**src/rtl/sw_matrix_monitor.sv**
```systemverilog
// Switch-matrix feedback checker: debounces the 6-bit feedback, decodes the connected load,
// enforces make-before-break steps and latches the first fault cause until cleared.
module sw_matrix_monitor #(
    parameter int unsigned SETTLE  = 2,
    parameter int unsigned TIMEOUT = 32
) (
    input  logic       clk,
    input  logic       rst,
    input  logic [5:0] SwFb,
    input  logic       ClrFault,
    output logic [1:0] ActiveLoad,
    output logic [1:0] LastLoad,
    output logic       Transit,
    output logic       Fault,
    output logic [1:0] FaultCode
);

    localparam logic [3:0] SETTLE_C  = 4'(SETTLE);
    localparam logic [7:0] TMO_C     = 8'(TIMEOUT);
    localparam logic [7:0] TMO_LAST  = 8'(TIMEOUT - 1);

    localparam logic [1:0] FC_ILLEGAL = 2'b01;
    localparam logic [1:0] FC_STEP    = 2'b10;
    localparam logic [1:0] FC_TIMEOUT = 2'b11;

    function automatic logic is_full(input logic [5:0] c);
        return (c == 6'b110000) || (c == 6'b001100) || (c == 6'b000011);
    endfunction

    // Intermediate: one switch closed, or two uppers / two lowers from different pairs.
    function automatic logic is_inter(input logic [5:0] c);
        logic single;
        logic pair_same_side;
        single         = ($countones(c) == 1);
        pair_same_side = ($countones(c) == 2) &&
                         (((c & 6'b010101) == 6'b0) || ((c & 6'b101010) == 6'b0));
        return single || pair_same_side;
    endfunction

    function automatic logic is_legal(input logic [5:0] c);
        return (c == 6'b0) || is_full(c) || is_inter(c);
    endfunction

    function automatic logic [1:0] pair_id(input logic [5:0] c);
        logic [1:0] id;
        id = 2'b00;
        case (c)
            6'b110000: id = 2'b01;
            6'b001100: id = 2'b10;
            6'b000011: id = 2'b11;
            default:   id = 2'b00;
        endcase
        return id;
    endfunction

    logic [5:0] sample_q;
    logic [5:0] acc_q;
    logic [3:0] db_cnt_q;
    logic [3:0] db_cnt_d;
    logic [7:0] tmo_cnt_q;

    logic accept;
    logic step_ok;
    logic illegal_set;
    logic step_set;
    logic tmo_set;
    logic any_set;
    logic [1:0] set_code;

    always_comb begin
        db_cnt_d = 4'd1;
        if (SwFb == sample_q) begin
            db_cnt_d = (db_cnt_q == 4'hF) ? 4'hF : db_cnt_q + 4'd1;
        end

        illegal_set = !is_legal(SwFb);
        accept      = !illegal_set && (SwFb != acc_q) && (db_cnt_d >= SETTLE_C);
        step_ok     = ($countones(acc_q ^ SwFb) == 1) ||
                      (SwFb == 6'b0) ||
                      ((acc_q == 6'b0) && is_full(SwFb));
        step_set    = accept && !step_ok;
        tmo_set     = Transit && (tmo_cnt_q == TMO_LAST);
        any_set     = illegal_set || step_set || tmo_set;

        set_code = FC_TIMEOUT;
        if (illegal_set) begin
            set_code = FC_ILLEGAL;
        end else if (step_set) begin
            set_code = FC_STEP;
        end
    end

    always_ff @(posedge clk) begin
        if (rst) begin
            sample_q   <= 6'b0;
            acc_q      <= 6'b0;
            db_cnt_q   <= 4'd0;
            tmo_cnt_q  <= 8'd0;
            ActiveLoad <= 2'b00;
            LastLoad   <= 2'b00;
            Transit    <= 1'b0;
            Fault      <= 1'b0;
            FaultCode  <= 2'b00;
        end else begin
            sample_q <= SwFb;
            db_cnt_q <= db_cnt_d;

            // Counts while the registered code is intermediate; saturates at the limit.
            if (!Transit) begin
                tmo_cnt_q <= 8'd0;
            end else if (tmo_cnt_q != TMO_C) begin
                tmo_cnt_q <= tmo_cnt_q + 8'd1;
            end

            if (accept) begin
                acc_q      <= SwFb;
                ActiveLoad <= pair_id(SwFb);
                Transit    <= is_inter(SwFb);
                if (is_full(SwFb)) begin
                    LastLoad <= pair_id(SwFb);
                end
            end

            // First cause wins; a new cause in the clear cycle beats the clear.
            if (any_set) begin
                Fault <= 1'b1;
                if (!Fault) begin
                    FaultCode <= set_code;
                end
            end else if (ClrFault) begin
                Fault     <= 1'b0;
                FaultCode <= 2'b00;
            end
        end
    end

endmodule

```
**config.mk**
```make
export PLATFORM = sky130hd
export DESIGN_NAME = sw_matrix_monitor
export DESIGN_NICKNAME = d
export VERILOG_FILES = /design/src/rtl/sw_matrix_monitor.sv
export SDC_FILE = /design/constraint.sdc
export NUM_CORES = 1
export LEC_CHECK = 0
export CAP_MARGIN = 0
export CORE_ASPECT_RATIO = 1.1
export CORE_MARGIN = 8
export CORE_UTILIZATION = 35
export DETAILED_ROUTE_END_ITERATION = 8
export SLEW_MARGIN = 20
export SYNTH_ARGS = -nofsm -noshare
export SYNTH_HDL_FRONTEND = slang
export SYNTH_SLANG_ARGS = --single-unit
export TNS_END_PERCENT = 20
```
**constraint.sdc**
```tcl
create_clock -name clk -period 6.7 [get_ports clk]
set_clock_uncertainty 0.2 [all_clocks]
set_input_delay 2.01 -clock clk [delete_from_list [all_inputs] [get_ports clk]]
set_output_delay 2.01 -clock clk [all_outputs]
set_load 0.05 [all_outputs]
```
Word-level counts from Yosys, hierarchy flattened
Cells that the tools add are included.

Flip-flop bits (word level): 32. Input port bits: 9. Output and inout bits: 8. Logic and storage cells: 72.

$add $sub $neg: 12. $lt $le $gt $ge: 1. Equality and inequality tests: 12. Muxes and demuxes: 10. Bitwise gates (word level): 2. Reduce and logical (&&, ||, !) cells: 26.

Operator list (count): == test 32 x 2 -> 1 bit, second input constant (1); logical NOT 6 bit (4); adder 1 x 1 -> 2 bit (6); logical OR 1 bit (10); adder 3 x 2 -> 4 bit (2); adder 8 x 1 -> 8 bit, second input constant (1); == test 8 x 5 -> 1 bit, second input constant (1); 2-to-1 mux 2 bit (4); 2-to-1 mux 4 bit (2); != test 8 x 6 -> 1 bit, second input constant (1); adder 2 x 2 -> 3 bit (2); == test 6 x 2 -> 1 bit, second input constant (1); == test 6 x 4 -> 1 bit, second input constant (1); == test 6 bit (1); == test 6 bit, second input constant (1); logical AND 1 bit (6); != test 6 bit (1); case mux 2 bit (3 select lines) (1); bitwise XOR 6 bit (1); adder 4 x 1 -> 4 bit, second input constant (1); == test 4 x 1 -> 1 bit, second input constant (1); == test 4 x 2 -> 1 bit, second input constant (1); == test 4 bit, second input constant (1); greater-or-equal comparator 4 x 2 -> 1 bit, second input constant (1); other kinds (7) (11).

Longest topological paths before layout
Depth in word-level cells: 14. Depth in mapped cells: 14. Gate-level depth less buffers: 13.

Least setup slack after synthesis
No wires, ideal clock.

Kind: input to register. Start: in SwFb[3]. End: reg FaultCode[0]. Setup time: 122 ps. Arrival time: 4641 ps. Required time: 6378 ps. Slack: 1738 ps. Cell stages on the path: 12. Buffers on the path: 1. Cell sequence: buf_6 xnor2_1 fa_1 fa_1 inv_1 ha_1 inv_1 fa_1 nand3_1 o21ai_0 or4_1 o311a_1.

Cells in the longest elaborated chain, start to end: 14. Elaborated cells on any way between the ends: 43. Those cells by class: 6 x add/sub; 1 x order compare; 9 x eq/ne; 5 x mux; 1 x bitwise; 21 x reduce/logical.

RTL lines: from (decl) (RTL line 9) `input logic [5:0] SwFb,`; parallel branches: the longest is 14 deep, another holds adder 3 x 2 -> 4 bit; to (signal assigned) (RTL line 128) `FaultCode <= set_code;`; to (decl) (RTL line 15) `output logic [1:0] FaultCode`.

Several ways; the timed one is not identified. The select of a mux whose other input is x is not followed. A chain may end at the register's enable or synchronous reset.

Worst setup path after layout
Start: in SwFb[0]. End: reg LastLoad[1].

Cells in the longest elaborated chain, start to end: 10. Elaborated cells on any way between the ends: 25. Those cells by class: 3 x add/sub; 1 x order compare; 7 x eq/ne; 2 x mux; 12 x reduce/logical.

RTL lines: parallel branches: the longest is 10 deep, another holds adder 3 x 2 -> 4 bit; to (signal assigned) (RTL line 120) `LastLoad <= pair_id(SwFb);`; to (decl) (RTL line 12) `output logic [1:0] LastLoad,`.

Several ways; the timed one is not identified.

==> out/metrics.cfg <==
[finish]
syn2layout_area_growth_pct = 15.1
mostFrequentLayoutCell = dfxtp_1
diodes = 0
drive_gt1_frac = 0.104
finalNetCount = 244
final_cell_mix = dfxtp_1, nor2_1, inv_1, clkdlybuf4s50_1, nand3_1
fin_util = 0.412
nFillCells = 517

[clocking]
htreeDepth = 2
clkSlewWorstSetupHoldPaths_ns = 0.06
clock-sinks = 32
insertion_delay_ns = 0.28
cts_buffer_depth = 2
root_buffer = clkbuf_8
cts_tree = yes
cts_hold_buf = 0
cts_setup_buffers = 0
cts_buffers = 5
cts_resized = 0

[timing]
final.min_clock_period_ns = 5.72
setup_viol = 0
max_clock_freq_mhz = 175
finalHoldViolCount = 0
max_slew_margin = 0.444
whs_ns = 0.282
tns_ns = 0
tightest_slew_ns = 0.832
finalMaxSlewViolations = 0
rsz0062_at_grt = no
period_share = 0.853

[grt]
met2_usage = 0.155
grt_pass1_vias = 1356
grtUsageMet1 = 0.131
grt_util_all_layers = 0.102
use_met3 = 0.0211
grt_max_degree = 23
antenna_found_initial = 0
gr-total-overflow = 0
grt_pass1_wl_um = 6540
busiest_layer = met2

[detailed_routing]
wirelength_um = 3750
routedWlPerCell_um = 12.7
antenna_left = 0
num_vias = 1379
dr.first_iter.drc_count = 53
drcViolationCount = 0
drt-pass1-iter-count = 4
vias_per_cell = 4.66

[logic_synthesis]
synth_cells = 204
mappedNetlistNets = 227
synth_seq_cells = 32
avgSynthCellArea_um2 = 9.27
synth-edff-count = 0
synth_async_sr_flop_share = 0
synth.distinct_cells = 48
synth_ff_type = dfxtp_1
synthesis.area_mm2 = 0.00189
ys_warn_count = 0
yosysSeqAreaShare = 0.339

[setup_path]
worstPathRequired_ns = 6.73
endpoint_kind = register
worstSetupPathType = in2reg
crit_arrival_ns = 5.74
start_kind = input port
path_max_fanout = 11

[placed_design]
place_congestion = 0.788
portBuffers = 16
dp_hpwl_um = 2890

[worst_hold_path]
hp-class = reg2reg

[pwr]
worst_ir_drop_vdd_uv = 122
power_density_mw_per_mm2 = 201
p_leak_nw = 0.872
p_total_mw = 0.438

[floorplan]
start_util = 0.358
placementRows = 28
core_region_area_mm2 = 0.00529
die_y_um = 93.1
dieArea_mm2 = 0.00802
die_w_um = 86.1
io_pins = 17

[flow_run]
cap_violations = 0

[outcome]
status = complete, no violations

-- area by class of cell --
type                       instances  area (um^2)  area share
multi-input combinational        149         1120       0.514
timing repair buffer              17          168      0.0770
tap                               75         93.8      0.0431
inverter                          16         60.1      0.0276
sequential                        32          641       0.294
clock buffer                       7         96.3      0.0442
-- synth_stat cells, drive strengths merged, types with 3 or more instances --
cell type	instances	share of area
buf	6	0.036
nor2	31	0.064
nor3	7	0.019
o21ai	4	0.011
ha	8	0.053
a21oi	5	0.013
xor2	5	0.023
inv	16	0.032
xnor2	14	0.073
o211ai	3	0.015
dfxtp	32	0.34
mux2i	7	0.037
nand2	14	0.029
fa	6	0.063
nand3	14	0.037
-- metal layers --
| metal | wire length, um | vias up |
|---|---|---|
| li1 | - | 720 |
| met1 | 1850 | 623 |
| met2 | 1690 | 29 |
| met3 | 137 | 7 |
| met4 | 81 | 0 |
| met5 | 0 | - |
-- critical path: stages --
cell and delay, ns:
clkdlybuf4s50_1 0.59, fa_1 0.60, inv_1 0.05, fa_1 0.47, inv_1 0.04, ha_1 0.16
inv_1 0.06, fa_1 0.42, nor2_1 0.11, o211ai_1 0.09, nand2_1 0.14, o211ai_2 0.34
a2111oi_2 0.50, nand2b_1 0.15
-- cell families (layout without fill, tap and decap cells) --
group / Yosys count / after routing / synth area share
AND/OR/NAND/NOR: 82 / 82 / 0.218
adder cells (fa/ha/maj): 14 / 14 / 0.116
XOR/XNOR: 19 / 19 / 0.0959
AO/OA/AOI/OAI: 27 / 27 / 0.124
buffers and inverters: 23 / 40 / 0.0694
flip-flops: 32 / 32 / 0.339
multiplexers: 7 / 7 / 0.0370
-- where the power goes --
group	switching (mW)	leakage (nW)	total, mW	internal, mW
logic	0.0475	0.562	0.0806	0.0330
clock network	0.0674	0.0503	0.159	0.0914
registers	0.00370	0.260	0.199	0.195
total	0.119	0.872	0.438	0.320
-- per-stage QoR --
step | setup slack, ns | std cells | area [um^2]
after CTS | 0.962 | 296 | 2180
final | 0.984 | 296 | 2180
after global routing | 0.720 | 296 | 2180
after floorplan | 1.74 | 204 | 1890
after global placement | 0.761 | 289 | 2080
after detailed placement | 0.655 | 289 | 2080
-- worst paths after layout --
kind	depth (start not counted)	to	from	slack [ns]
hold reg to reg	1	db_cnt_q[0]$_SDFF_PP0_	db_cnt_q[0]$_SDFF_PP0_	0.28
hold / removal	1	db_cnt_q[0]$_SDFF_PP0_	db_cnt_q[0]$_SDFF_PP0_	0.28
setup / recovery	14	LastLoad[1]$_SDFFE_PP0P_	SwFb[0]	0.98
setup reg to reg	11	FaultCode[0]$_SDFFE_PP0P_	acc_q[0]$_SDFFE_PP0P_	3.24
-- registers in the layout, summed over array words and instances (netlist names) --
signal / cells
ActiveLoad: 2
Fault: 1
FaultCode: 2
LastLoad: 2
Transit: 1
acc_q: 6
db_cnt_q: 4
sample_q: 6
tmo_cnt_q: 8
No activity file was read; power rests on OpenSTA's default activity.
